<file path="src/rtl/mmu_layer_sequencer_if.sv">
// Result stream bundle for mmu_layer_sequencer: valid/ready handshake carrying y[j] and its index.
interface mmu_layer_sequencer_if;
  logic        res_valid;
  logic        res_ready;
  logic [15:0] res_data;
  logic [7:0]  res_idx;

  modport master (output res_valid, output res_data, output res_idx, input res_ready);
  modport slave  (input res_valid, input res_data, input res_idx, output res_ready);
endinterface

</file>
<file path="src/rtl/mmu_layer_sequencer.sv">
// Dense-layer sequencer: reads bias/x/w through the shared MMU port, accumulates in fixed point,
// streams saturated y[j]. Optional output ReLU when MMU_SEQ_RELU_EN is defined.
module mmu_layer_sequencer #(
  parameter int unsigned N_IN        = 6,
  parameter int unsigned N_OUT       = 3,
  parameter logic [15:0] DATA_BASE   = 16'h0000,
  parameter logic [15:0] WEIGHT_BASE = 16'h0100,
  parameter logic [15:0] BIAS_BASE   = 16'h0200,
  parameter int unsigned FRAC        = 8,
  parameter int unsigned ACC_W       = 40
) (
  input  logic                         clk,
  input  logic                         rst_n,
  input  logic                         start,
  output logic                         busy,
  output logic                         done,
  input  logic                         host_req,
  input  logic                         host_we,
  input  logic [15:0]                  host_addr,
  input  logic [15:0]                  host_wdata,
  output logic                         host_gnt,
  output logic [15:0]                  host_rdata,
  output logic [15:0]                  mmu_addr,
  output logic                         mmu_we,
  output logic [15:0]                  mmu_wdata,
  input  logic [15:0]                  mmu_rdata,
  mmu_layer_sequencer_if.master        res
);

  localparam logic [7:0] LAST_I = 8'(N_IN - 1);
  localparam logic [7:0] LAST_J = 8'(N_OUT - 1);
  localparam logic signed [ACC_W-1:0] SAT_MAX = ACC_W'(32'sd32767);
  localparam logic signed [ACC_W-1:0] SAT_MIN = -ACC_W'(32'sd32768);

  typedef enum logic [2:0] {
    S_IDLE, S_BIAS, S_XREQ, S_WREQ, S_LAST, S_OUT, S_DONE
  } state_t;

  state_t                  state_q, state_d;
  logic [7:0]              i_q, j_q;
  logic signed [15:0]      x_q;
  logic signed [ACC_W-1:0] acc_q, acc_d;
  logic [15:0]             addr_q;
  logic [15:0]             res_data_q;
  logic [7:0]              res_idx_q;
  logic                    res_valid_q, busy_q, done_q;

  logic signed [31:0]      prod;
  logic signed [ACC_W-1:0] prod_ext, bias_ext, acc_sh;
  logic [15:0]             sat_c, res_val_c;

  assign host_rdata    = mmu_rdata;
  assign busy          = busy_q;
  assign done          = done_q;
  assign res.res_valid = res_valid_q;
  assign res.res_data  = res_data_q;
  assign res.res_idx   = res_idx_q;

  // Next state and MMU port mux; the host owns the port only in IDLE.
  always_comb begin
    state_d   = state_q;
    host_gnt  = 1'b0;
    mmu_we    = 1'b0;
    mmu_wdata = 16'h0000;
    mmu_addr  = addr_q;
    case (state_q)
      S_IDLE: begin
        host_gnt  = host_req & ~start;
        mmu_we    = host_req & ~start & host_we;
        mmu_addr  = host_addr;
        mmu_wdata = host_wdata;
        if (start) state_d = S_BIAS;
      end
      S_BIAS: begin
        mmu_addr = BIAS_BASE + 16'(j_q);
        state_d  = S_XREQ;
      end
      S_XREQ: begin
        mmu_addr = DATA_BASE + 16'(i_q);
        state_d  = S_WREQ;
      end
      S_WREQ: begin
        mmu_addr = WEIGHT_BASE + 16'(32'(j_q) * N_IN) + 16'(i_q);
        state_d  = (i_q == LAST_I) ? S_LAST : S_XREQ;
      end
      S_LAST: state_d = S_OUT;
      S_OUT:  if (res.res_ready) state_d = (j_q == LAST_J) ? S_DONE : S_BIAS;
      S_DONE: state_d = S_IDLE;
      default: state_d = S_IDLE;
    endcase
  end

  // MAC datapath: read data always answers the address issued one cycle earlier.
  always_comb begin
    prod     = 32'(x_q) * 32'($signed(mmu_rdata));
    prod_ext = ACC_W'(prod);
    bias_ext = ACC_W'($signed(mmu_rdata)) <<< FRAC;
    acc_d    = acc_q;
    case (state_q)
      S_XREQ:  acc_d = (i_q == 8'd0) ? bias_ext : acc_q + prod_ext;
      S_LAST:  acc_d = acc_q + prod_ext;
      default: acc_d = acc_q;
    endcase
    acc_sh = acc_d >>> FRAC;
    if (acc_sh > SAT_MAX)      sat_c = 16'h7FFF;
    else if (acc_sh < SAT_MIN) sat_c = 16'h8000;
    else                       sat_c = acc_sh[15:0];
`ifdef MMU_SEQ_RELU_EN
    res_val_c = sat_c[15] ? 16'h0000 : sat_c;
`else
    res_val_c = sat_c;
`endif
  end

  always_ff @(posedge clk or negedge rst_n) begin
    if (!rst_n) begin
      state_q     <= S_IDLE;
      i_q         <= 8'd0;
      j_q         <= 8'd0;
      x_q         <= 16'sd0;
      acc_q       <= '0;
      addr_q      <= 16'h0000;
      res_data_q  <= 16'h0000;
      res_idx_q   <= 8'd0;
      res_valid_q <= 1'b0;
      busy_q      <= 1'b0;
      done_q      <= 1'b0;
    end else begin
      state_q <= state_d;
      busy_q  <= (state_d != S_IDLE);
      done_q  <= (state_d == S_DONE);
      acc_q   <= acc_d;
      // Address is held through LAST/OUT/DONE so nothing moves on the port while stalled.
      if (state_q == S_BIAS || state_q == S_XREQ || state_q == S_WREQ) addr_q <= mmu_addr;
      case (state_q)
        S_IDLE: if (start) begin
          i_q <= 8'd0;
          j_q <= 8'd0;
        end
        S_WREQ: begin
          x_q <= $signed(mmu_rdata);
          if (i_q != LAST_I) i_q <= i_q + 8'd1;
        end
        S_LAST: begin
          res_data_q  <= res_val_c;
          res_idx_q   <= j_q;
          res_valid_q <= 1'b1;
        end
        S_OUT: if (res.res_ready) begin
          res_valid_q <= 1'b0;
          if (j_q != LAST_J) begin
            j_q <= j_q + 8'd1;
            i_q <= 8'd0;
          end
        end
        default: ;
      endcase
    end
  end

endmodule
</file>
<file path="src/flat_wrapper.sv">
// flat-port wrapper written by rule: the top's interface ports become plain ports
module mmu_layer_sequencer_flat 
#(
  parameter int unsigned N_IN        = 6,
  parameter int unsigned N_OUT       = 3,
  parameter logic [15:0] DATA_BASE   = 16'h0000,
  parameter logic [15:0] WEIGHT_BASE = 16'h0100,
  parameter logic [15:0] BIAS_BASE   = 16'h0200,
  parameter int unsigned FRAC        = 8,
  parameter int unsigned ACC_W       = 40
)
  (clk, rst_n, start, busy, done, host_req, host_we, host_addr, host_wdata, host_gnt, host_rdata, mmu_addr, mmu_we, mmu_wdata, mmu_rdata, res_res_valid, res_res_data, res_res_idx, res_res_ready);
  mmu_layer_sequencer_if res_i ();
  input  logic clk;
  input  logic rst_n;
  input  logic start;
  output logic busy;
  output logic done;
  input  logic host_req;
  input  logic host_we;
  input  logic [15:0] host_addr;
  input  logic [15:0] host_wdata;
  output logic host_gnt;
  output logic [15:0] host_rdata;
  output logic [15:0] mmu_addr;
  output logic mmu_we;
  output logic [15:0] mmu_wdata;
  input  logic [15:0] mmu_rdata;
  output wire logic [$bits(res_i.res_valid)-1:0] res_res_valid;
  output wire logic [$bits(res_i.res_data)-1:0] res_res_data;
  output wire logic [$bits(res_i.res_idx)-1:0] res_res_idx;
  input wire logic [$bits(res_i.res_ready)-1:0] res_res_ready;
  assign res_res_valid = res_i.res_valid;
  assign res_res_data = res_i.res_data;
  assign res_res_idx = res_i.res_idx;
  assign res_i.res_ready = res_res_ready;
  mmu_layer_sequencer #(.N_IN(N_IN), .N_OUT(N_OUT), .DATA_BASE(DATA_BASE), .WEIGHT_BASE(WEIGHT_BASE), .BIAS_BASE(BIAS_BASE), .FRAC(FRAC), .ACC_W(ACC_W)) u_core (.clk(clk), .rst_n(rst_n), .start(start), .busy(busy), .done(done), .host_req(host_req), .host_we(host_we), .host_addr(host_addr), .host_wdata(host_wdata), .host_gnt(host_gnt), .host_rdata(host_rdata), .mmu_addr(mmu_addr), .mmu_we(mmu_we), .mmu_wdata(mmu_wdata), .mmu_rdata(mmu_rdata), .res(res_i));
endmodule
</file>
<file path="config.mk">
export PLATFORM = sky130hd
export DESIGN_NAME = mmu_layer_sequencer_flat
export DESIGN_NICKNAME = d
export VERILOG_FILES = /design/src/rtl/mmu_layer_sequencer_if.sv /design/src/rtl/mmu_layer_sequencer.sv /design/src/flat_wrapper.sv
export SDC_FILE = /design/constraint.sdc
export NUM_CORES = 1
export LEC_CHECK = 0
export ABC_CLOCK_PERIOD_IN_PS = 9300
export BUFFER_PORTS_ARGS = -buffer_cell sky130_fd_sc_hd__buf_4
export CAP_MARGIN = 5
export CORE_MARGIN = 2
export CORE_UTILIZATION = 34
export CTS_BUF_LIST = sky130_fd_sc_hd__clkbuf_16
export DETAILED_ROUTE_END_ITERATION = 8
export GPL_TIMING_DRIVEN = 1
export SETUP_SLACK_MARGIN = 0.2
export SLEW_MARGIN = 25
export SYNTH_ARGS = -nofsm -noshare
export SYNTH_HDL_FRONTEND = slang
export SYNTH_SLANG_ARGS = --single-unit
</file>
<file path="constraint.sdc">
create_clock -name clk -period 9.3 [get_ports clk]
set_input_delay 0.93 -clock clk [delete_from_list [all_inputs] [get_ports clk]]
set_output_delay 0.93 -clock clk [all_outputs]
set_load 0.02 [all_outputs]
</file>
==> run metrics <==
CP max stage cell=fa_1; Hold Vio Cnt, Final=0; n_diodes=0; layout cells sized above 1=9.417%; htree depth=4; launching element type of the critical path=register; IO Port Bufs=130; GPL Wtd Cong=0.8785; hold_ws=476.4 ps; number of global-route vias before repair=15541; top cells by area, synth=fa_1 35%, dfrtp_1 15%, ha_1 9.2%; CTS tree=built; Post-synth EDFFs=0; most common library cells after synthesis=454 x inv_1, 332 x fa_1, 252 x nand2_1, 144 x and2_1, 140 x ha_1; die width=241.2 µm; setup TNS=0 ps; worst min-delay path class=reg2reg; initial drt markers=954; WL met2=24670 µm; die area=58160 µm²; TritonCTS Buffers=17; Yosys top cell area share=34.76%; fin area=21240 µm²; First-pass DRT Iterations=6; mean post-synth cell area=9.072 µm²; Slew Viols, Final=0; DP Wirelength=40950 µm; post-synthesis cell type count=73; max incr delay on CP=770 ps; Final nets=2690; Synth Net Count=2634; FF-to-FF Start=u_core.x_q[15]; die height=241.2 µm; period utilization=90.83%; cts hold-fix bufs=0; DR top layer=met5; Critical Path Sink Type=register; initial antenna violation count=1; clock tree buffer depth=2; Initial Utilization=34.58%; hold path startpoint=u_core.addr_q[8]; Syn. warnings=0; area grow syn2layout=11.06%; Most used DFF post-synth=dfrtp_1; Max-Slew Margin vs Limit=40.08%; Seq/Total Area, Yosys=15.44%; drt via density=4.953; Post-route DRC=0; ANT nets after route=0; Reg clk slew, reported paths=60 ps; post-synth top area cell=fa_1; routed wire length=50540 µm; met1 wire length=22980 µm; total gr overflow=0; setup violators final=0; met3 WL post-DR=2402 µm; I/O Pins=131; clock root buffer=clkbuf_16; ys async rst share=100.0%; synthesized area=19120 µm²; core footprint=55310 µm²; Cells after Synth=2108; status=complete, no violations; Worst Path Max Fanout=17; worst slew pin tran=898.8 ps; RSZ-0062 raised after global routing=false; routed length per instance=17.28 µm; first-pass GRT wire length=84450 µm; Final min period=8447 ps; Max-cap violations=0; clk_skew=11.61 ps; Cell Rows=86; via count=14488; CTS sink count=118; flops & latches, synth=118; Critical Path RT=9640 ps; WS Path Type=reg2reg; Total Routing Usage GR=18.32%; worst skew pair latency=420 ps; DP Area=20640 µm²; Worst EP arrival=8790 ps; top-count cell post-synth=inv_1; most used cell, CP=inv_1; filler instances=5599; max frequency=118.4 MHz; CP startpoint=u_core.x_q[15]; largest net degree at the start of global routing=68
-- cells by family after synthesis --
kind of cell             after synthesis  share of synthesized area, %
multiplexers                          19                         1.151
XOR/XNOR                              63                         2.885
adder cells (fa/ha/maj)              472                         43.92
flip-flops                           118                         15.44
AND/OR/NAND/NOR                      576                         14.93
AO/OA/AOI/OAI                        297                         10.04
buffers and inverters                563                         11.63
-- worst max-delay path: cells and delay by family (launching register included) --
| family | cells | cell delay (ps) |
|---|---|---|
| adder cells (fa/ha/maj) | 7 | 3880 |
| flip-flops | 1 | 610 |
| AND/OR/NAND/NOR | 7 | 2140 |
| buffers and inverters | 7 | 660 |
| AO/OA/AOI/OAI | 5 | 1050 |
-- path summary, 6_finish.rpt --
path,to,slack [ps],cells after the start
setup / recovery,u_core.res.res_data[9],850,26
hold / removal,u_core.addr_q[8],480,1
setup reg to reg,u_core.res.res_data[9],850,26
hold reg to reg,u_core.addr_q[8],480,1
max in group asynchronous,u_core.acc_q[2],7380,2
min in group asynchronous,u_core.addr_q[9],550,1
-- layout make-up --
class / instances / area, µm² / share of cell area, %
inverters: 455 / 1708 / 8.041
clock inverters: 15 / 156.4 / 0.7364
multi-input cells: 1427 / 13970 / 65.77
well taps: 748 / 935.9 / 4.406
flip-flops and latches: 118 / 2953 / 13.90
clock buffers: 17 / 425.4 / 2.003
repair buffers: 145 / 1092 / 5.143
-- cell usage in the layout, fill, tap and decap left out, types with 11 or more instances in the layout --
cell,instances
inv_1,454
fa_1,331
nand2_1,252
and2_1,144
buf_4,144
ha_1,140
dfrtp_1,118
a21oi_1,85
nor2_1,70
o21ai_0,66
xnor2_1,43
a21o_1,22
nand3_1,21
xor2_1,20
clkbuf_16,17
o21ai_1,14
mux2i_1,13
or3_1,12
a22o_1,12
nand4_1,11
nor3_1,11
-- flip-flops by register name, indices dropped and copies added, names as in the netlist --
name                  cells
u_core.res.res_valid      1
u_core.state_q            3
u_core.busy               1
u_core.acc_q             40
u_core.i_q                8
u_core.x_q               16
u_core.done               1
u_core.res.res_idx        8
u_core.res.res_data      16
u_core.j_q                8
u_core.addr_q            16
-- through the flow --
stage | util [%] | setup slack [ps] | cells
final | 38.40 | 852.7 | 2925
after CTS | 38.36 | 693.6 | 2924
after floorplan | - | 1057 | 2108
after global routing | 38.40 | 326.0 | 2925
after global placement | 37.31 | 514.5 | 2892
after detailed placement | 37.31 | 283.9 | 2892
-- per-layer routing --
layer,vias up,GRT usage [%]
met3,42,2.105
met2,377,30.35
met1,7437,26.19
li1,6630,-
met5,-,0
met4,2,3.012
-- what timing repair did --
action / CTS / global route
gates resized for setup: 0 / 2
hold endpoints to repair: 0 / 0
setup buffers: 0 / 0
endpoints found under the setup margin: 0 / 5
Power is not shown: default switching activity piles up to over one toggle a cycle in this logic, so the estimate is an artifact.
